$ cat src/rtl/uart_rx.sv
// UART receiver: 8N1 by default, or 8E1 when UART_RX_PARITY_EN is defined.
// Mid-bit sampling of a synchronized line, with glitch rejection and break handling.
module uart_rx #(
   parameter int CLKS_PER_BIT = 434
) (
   input  logic       i_Clock,
   input  logic       i_Rst_n,
   input  logic       i_Rx_Serial,
   output logic       o_Rx_DV,
   output logic [7:0] o_Rx_Byte,
   output logic       o_Parity_Err,
   output logic       o_Frame_Err,
   output logic       o_Rx_Busy
);

`ifdef UART_RX_PARITY_EN
   typedef enum logic [2:0] {
      IDLE       = 3'd0,
      START      = 3'd1,
      DATA       = 3'd2,
      PARITY     = 3'd3,
      STOP       = 3'd4,
      CLEANUP    = 3'd5,
      BREAK_WAIT = 3'd6
   } state_t;
`else
   typedef enum logic [2:0] {
      IDLE       = 3'd0,
      START      = 3'd1,
      DATA       = 3'd2,
      STOP       = 3'd4,
      CLEANUP    = 3'd5,
      BREAK_WAIT = 3'd6
   } state_t;
`endif

   localparam logic [9:0] BIT_LAST  = 10'(CLKS_PER_BIT - 1);
   localparam logic [9:0] HALF_LAST = 10'((CLKS_PER_BIT - 1) / 2);

   state_t     state_q, state_d;
   logic       rx_meta_q, rx_s_q;
   logic [9:0] cnt_q, cnt_d;
   logic [2:0] idx_q, idx_d;
   logic [7:0] data_q, data_d;
   logic [7:0] byte_q, byte_d;
   logic       ferr_q, ferr_d;
   logic       dv_q, dv_d;
   logic       busy_q, busy_d;
`ifdef UART_RX_PARITY_EN
   logic       par_pend_q, par_pend_d;
   logic       perr_q, perr_d;
`endif

   always_comb begin
      state_d = state_q;
      cnt_d   = cnt_q;
      idx_d   = idx_q;
      data_d  = data_q;
      byte_d  = byte_q;
      ferr_d  = ferr_q;
      dv_d    = 1'b0;
`ifdef UART_RX_PARITY_EN
      par_pend_d = par_pend_q;
      perr_d     = perr_q;
`endif
      case (state_q)
         IDLE: begin
            cnt_d = '0;
            idx_d = '0;
            if (!rx_s_q) begin
               state_d = START;
            end
         end
         // A start bit that is high again at its midpoint was only a glitch.
         START: begin
            if (cnt_q == HALF_LAST) begin
               cnt_d   = '0;
               state_d = rx_s_q ? IDLE : DATA;
            end else begin
               cnt_d = cnt_q + 10'd1;
            end
         end
         DATA: begin
            if (cnt_q == BIT_LAST) begin
               cnt_d         = '0;
               data_d[idx_q] = rx_s_q;
               if (idx_q == 3'd7) begin
                  idx_d = '0;
`ifdef UART_RX_PARITY_EN
                  state_d = PARITY;
`else
                  state_d = STOP;
`endif
               end else begin
                  idx_d = idx_q + 3'd1;
               end
            end else begin
               cnt_d = cnt_q + 10'd1;
            end
         end
`ifdef UART_RX_PARITY_EN
         PARITY: begin
            if (cnt_q == BIT_LAST) begin
               cnt_d      = '0;
               par_pend_d = rx_s_q ^ (^data_q);
               state_d    = STOP;
            end else begin
               cnt_d = cnt_q + 10'd1;
            end
         end
`endif
         // Results are published together so DV is seen in the CLEANUP cycle.
         STOP: begin
            if (cnt_q == BIT_LAST) begin
               cnt_d   = '0;
               dv_d    = 1'b1;
               byte_d  = data_q;
               ferr_d  = ~rx_s_q;
`ifdef UART_RX_PARITY_EN
               perr_d  = par_pend_q;
`endif
               state_d = CLEANUP;
            end else begin
               cnt_d = cnt_q + 10'd1;
            end
         end
         CLEANUP: begin
            state_d = ferr_q ? BREAK_WAIT : IDLE;
         end
         BREAK_WAIT: begin
            if (rx_s_q) begin
               state_d = IDLE;
            end
         end
         default: begin
            state_d = IDLE;
         end
      endcase
      busy_d = (state_d != IDLE);
   end

   always_ff @(posedge i_Clock or negedge i_Rst_n) begin
      if (!i_Rst_n) begin
         rx_meta_q  <= 1'b1;
         rx_s_q     <= 1'b1;
         state_q    <= IDLE;
         cnt_q      <= '0;
         idx_q      <= '0;
         data_q     <= '0;
         byte_q     <= '0;
         ferr_q     <= 1'b0;
         dv_q       <= 1'b0;
         busy_q     <= 1'b0;
`ifdef UART_RX_PARITY_EN
         par_pend_q <= 1'b0;
         perr_q     <= 1'b0;
`endif
      end else begin
         rx_meta_q  <= i_Rx_Serial;
         rx_s_q     <= rx_meta_q;
         state_q    <= state_d;
         cnt_q      <= cnt_d;
         idx_q      <= idx_d;
         data_q     <= data_d;
         byte_q     <= byte_d;
         ferr_q     <= ferr_d;
         dv_q       <= dv_d;
         busy_q     <= busy_d;
`ifdef UART_RX_PARITY_EN
         par_pend_q <= par_pend_d;
         perr_q     <= perr_d;
`endif
      end
   end

   assign o_Rx_DV     = dv_q;
   assign o_Rx_Byte   = byte_q;
   assign o_Frame_Err = ferr_q;
   assign o_Rx_Busy   = busy_q;
`ifdef UART_RX_PARITY_EN
   assign o_Parity_Err = perr_q;
`else
   assign o_Parity_Err = 1'b0;
`endif

endmodule

$ cat config.mk
export PLATFORM = sky130hd
export DESIGN_NAME = uart_rx
export DESIGN_NICKNAME = d
export VERILOG_FILES = /design/src/rtl/uart_rx.sv
export SDC_FILE = /design/constraint.sdc
export NUM_CORES = 1
export LEC_CHECK = 0
export CORE_UTILIZATION = 57
export DETAILED_ROUTE_END_ITERATION = 12
export PLACE_DENSITY = 0.81
export RECOVER_POWER = 50
export REMOVE_ABC_BUFFERS = 1
export SYNTH_ARGS = -nofsm -noshare
export SYNTH_HDL_FRONTEND = slang
export SYNTH_SLANG_ARGS = --single-unit
$ cat constraint.sdc
create_clock -name i_Clock -period 2 [get_ports i_Clock]
set_input_delay 0.5 -clock i_Clock [delete_from_list [all_inputs] [get_ports i_Clock]]
set_output_delay 0.5 -clock i_Clock [all_outputs]
set_load 0.03 [all_outputs]
==> summary.md, run 1 <==
| Metric | Value |
|---|---|
| Clock skew | 0.0143 ns |
| Total gr overflow | 0 |
| Worst-path clk slew | 0.10 ns |
| CP startpoint kind | flip-flop |
| Max-slew violation count | 0 |
| Number of synthesized flops with an enable pin | 0 |
| Top cell type's share of synthesized area | 0.457 |
| Seq/Total Area, Yosys | 0.485 |
| Iter 0 DRT Violations | 83 |
| Most frequent cells in the layout | dfrtp_1, o21ai_0, nand2_1 |
| PwrDens | 557 nW/um^2 |
| Ys async rst share | 1.00 |
| Layout net count | 204 |
| Post-synthesis adder-cell area fraction | 0.0327 |
| Yosys reg bits | 37 |
| Final HPWL DP | 2660 um |
| Pin count of the biggest net entering global routing | 38 |
| Cell Count, Final, Fillers Out | 241 |
| R2r setup slk | 0.08 ns |
| Crit Path Max Fanout | 10 |
| Num Clock Sinks | 37 |
| Post-synth design cell area | 1920 um^2 |
| Total power | 1.20 mW |
| Final worst slack | 0.0765 ns |
| Avg WL per Cell | 15.5 um |
| Number of placed cells counting well taps | 233 |
| CP Class | flip-flop to flip-flop |
| DP Area | 2100 um^2 |
| Die span in x | 60.0 um |
| Compound-Gate Fraction of Synth Area | 0.148 |
| Syn Inst Count | 180 |
| Syn Area/Cell | 10.6 um^2 |
| Synth Area in Simple Gates | 0.194 |
| Number of port buffers | 13 |
| First-pass iteration count of the detailed router | 4 |
| Setup TNS | 0 ns |
| Routed WL | 3740 um |
| Measured slew at the worst slew-check pin | 0.916 ns |
| Post-synthesis mux area share | 0.0941 |
| Worst hold-check path type | flip-flop to flip-flop |
| CTS tree | yes |
| Endpoints failing setup | 0 |
| MaxCap Viol Count | 0 |
| Initial antenna violation count | 0 |
| Placer Congestion | 0.937 |
| Worst Path Arrival | 2.16 ns |
| Crit end category | flip-flop |
| Num rows | 20 |
| Largest family of logic cells by synthesized area | simple AND/OR/NAND/NOR gates |
| CTS Buffer Depth | 2 |
| Status | finished, final reports clean |
| Synth cell types | 50 |
| FMAX | 520 MHz |
| Antenna cells | 0 |
| Post-layout util | 0.687 |
| Pre-CTS WS | 0.102 ns |
| Min cycle time layout | 1.92 ns |
| Largest cells by area after synthesis | dfrtp_1, mux2_2, o21ai_0 |
| Htree depth | 2 |
| Synth Flop Type | dfrtp_1 |
| Initial Utilization | 0.612 |
| Drt drc | 0 |
| Part of the cycle the worst path needs | 0.962 |
| Area delta synth->final | 12.2% |
| VDD IR max | 0.388 mV |
| Hold Slack | 0.363 ns |
| IO Count | 15 |
| Syn. warnings | 0 |
| Rel. slew slack | 0.389 |
| Die Ht | 60.0 um |
| DRT antenna net count | 0 |
| Commonest non-fill, non-tap cell in the layout | dfrtp_1 |
| Total CTS buffers | 5 |
| CORE AREA | 3130 um^2 |
| Hold violation count in the final report | 0 |
| Die ar. | 3600 um^2 |
| Worst EP required | 2.23 ns |
| Xor and xnor area share after synthesis | 0 |
| Cell taking the most area after synthesis | dfrtp_1 |
| Root Buffer | clkbuf_4 |
| Via count | 1,477 |
| Lkg Pwr | 0.967 nW |
| Vias in the first global route | 1,395 |
| Layout cell share with drive strength beyond 1 | 0.183 |
| First-pass GRT wire length | 6400 um |
| RSZ-0062 raised after global routing | no |
| Fin area | 2150 um^2 |
| GR Util All Layers | 0.246 |
| Via-to-Cell Ratio | 6.13 |
| Setup bufs post-CTS | 0 |
| Clk_lat worst skew | 0.35 ns |
-- Yosys cell counts (2+ instances only) --
| cell | n |
|---|---|
| mux2_2 | 10 |
| o211ai_1 | 2 |
| and4_2 | 2 |
| a31oi_1 | 2 |
| o21ai_0 | 15 |
| nor2b_1 | 3 |
| a22o_1 | 3 |
| nand3_1 | 5 |
| inv_1 | 9 |
| a21oi_1 | 2 |
| nor4_1 | 3 |
| nand2b_1 | 2 |
| nand2_1 | 11 |
| o32ai_1 | 6 |
| nor2_1 | 7 |
| or2_2 | 3 |
| buf_2 | 6 |
| o22ai_1 | 2 |
| ha_1 | 5 |
| mux2_1 | 6 |
| and3_1 | 2 |
| dfstp_2 | 2 |
| dfrtp_1 | 35 |
| and4b_1 | 2 |
| nand4_1 | 10 |
-- routing by layer --
layer,global-route usage,vias up,wire length (um)
met4,0.120,0,82
met3,0.0649,10,186
li1,-,705,-
met5,0,-,0
met2,0.370,42,1710
met1,0.328,720,1760
-- layout make-up --
| cell class | instances | area (um^2) |
|---|---|---|
| inverters | 9 | 33.8 |
| repair buffers | 18 | 168 |
| flip-flops and latches | 37 | 928 |
| clock buffers | 7 | 55.1 |
| clock inverters | 1 | 7.51 |
| fillers | 258 | 978 |
| well taps | 44 | 55.1 |
| multi-input cells | 125 | 902 |
-- kinds of logic (layout without fill, tap and decap cells) --
| logic type | count (synthesis) | count (layout) |
|---|---|---|
| AND/OR/NAND/NOR | 61 | 61 |
| AO/OA/AOI/OAI | 42 | 42 |
| flip-flops | 37 | 37 |
| buffers and inverters | 18 | 35 |
| multiplexers | 16 | 16 |
| adder cells (fa/ha/maj) | 5 | 5 |
| other | 1 | 1 |
-- worst paths after layout --
path                             end      start  cells past startpoint
max in group asynchronous   idx_q[1]    i_Rst_n                      2
min reg2reg                   rx_s_q  rx_meta_q                      0
max reg2reg                data_q[6]   cnt_q[2]                      4
min in group asynchronous  data_q[5]    i_Rst_n                      2
min                           rx_s_q  rx_meta_q                      0
max                        data_q[6]   cnt_q[2]                      4
-- critical path, cell delays in order (launching register included) --
cell	delay (ns)
dfrtp_1	0.49
nor3b_4	0.39
nand3_1	0.19
nor4_1	0.35
mux2_2	0.40
-- registers in the layout, indices dropped and copies added, names as in the netlist --
name / count
o_Rx_DV: 1
rx_meta_q: 1
cnt_q: 10
idx_q: 3
o_Frame_Err: 1
state_q: 3
o_Rx_Busy: 1
o_Rx_Byte: 8
data_q: 8
rx_s_q: 1
-- power breakdown --
part | leakage (nW) | internal (mW) | switching, mW
logic | 0.446 | 0.00479 | 0.0202
registers | 0.490 | 0.751 | 0.00122
clock network | 0.0315 | 0.172 | 0.249
total | 0.967 | 0.928 | 0.270
-- timing repair --
item / 4_1_cts / 5_1_grt
hold buffers: 0 / 0
resized for setup: 0 / 2
endpoints found under the setup margin: 0 / 2
endpoints found under the hold margin: 0 / 0
(Power assumes the default switching activity.)
==> inputs of run 2 (changes only) <==
- CTS_CLUSTER_DIAMETER: not set -> 60
==> results of run 2 <==
The final DEF is identical to that of run 1; final timing and power are the same.
==> inputs of run 3 (changes only) <==
- ABC_AREA: not set -> 0
==> results of run 3 <==
The final DEF is identical to that of run 1; final timing and power are the same.
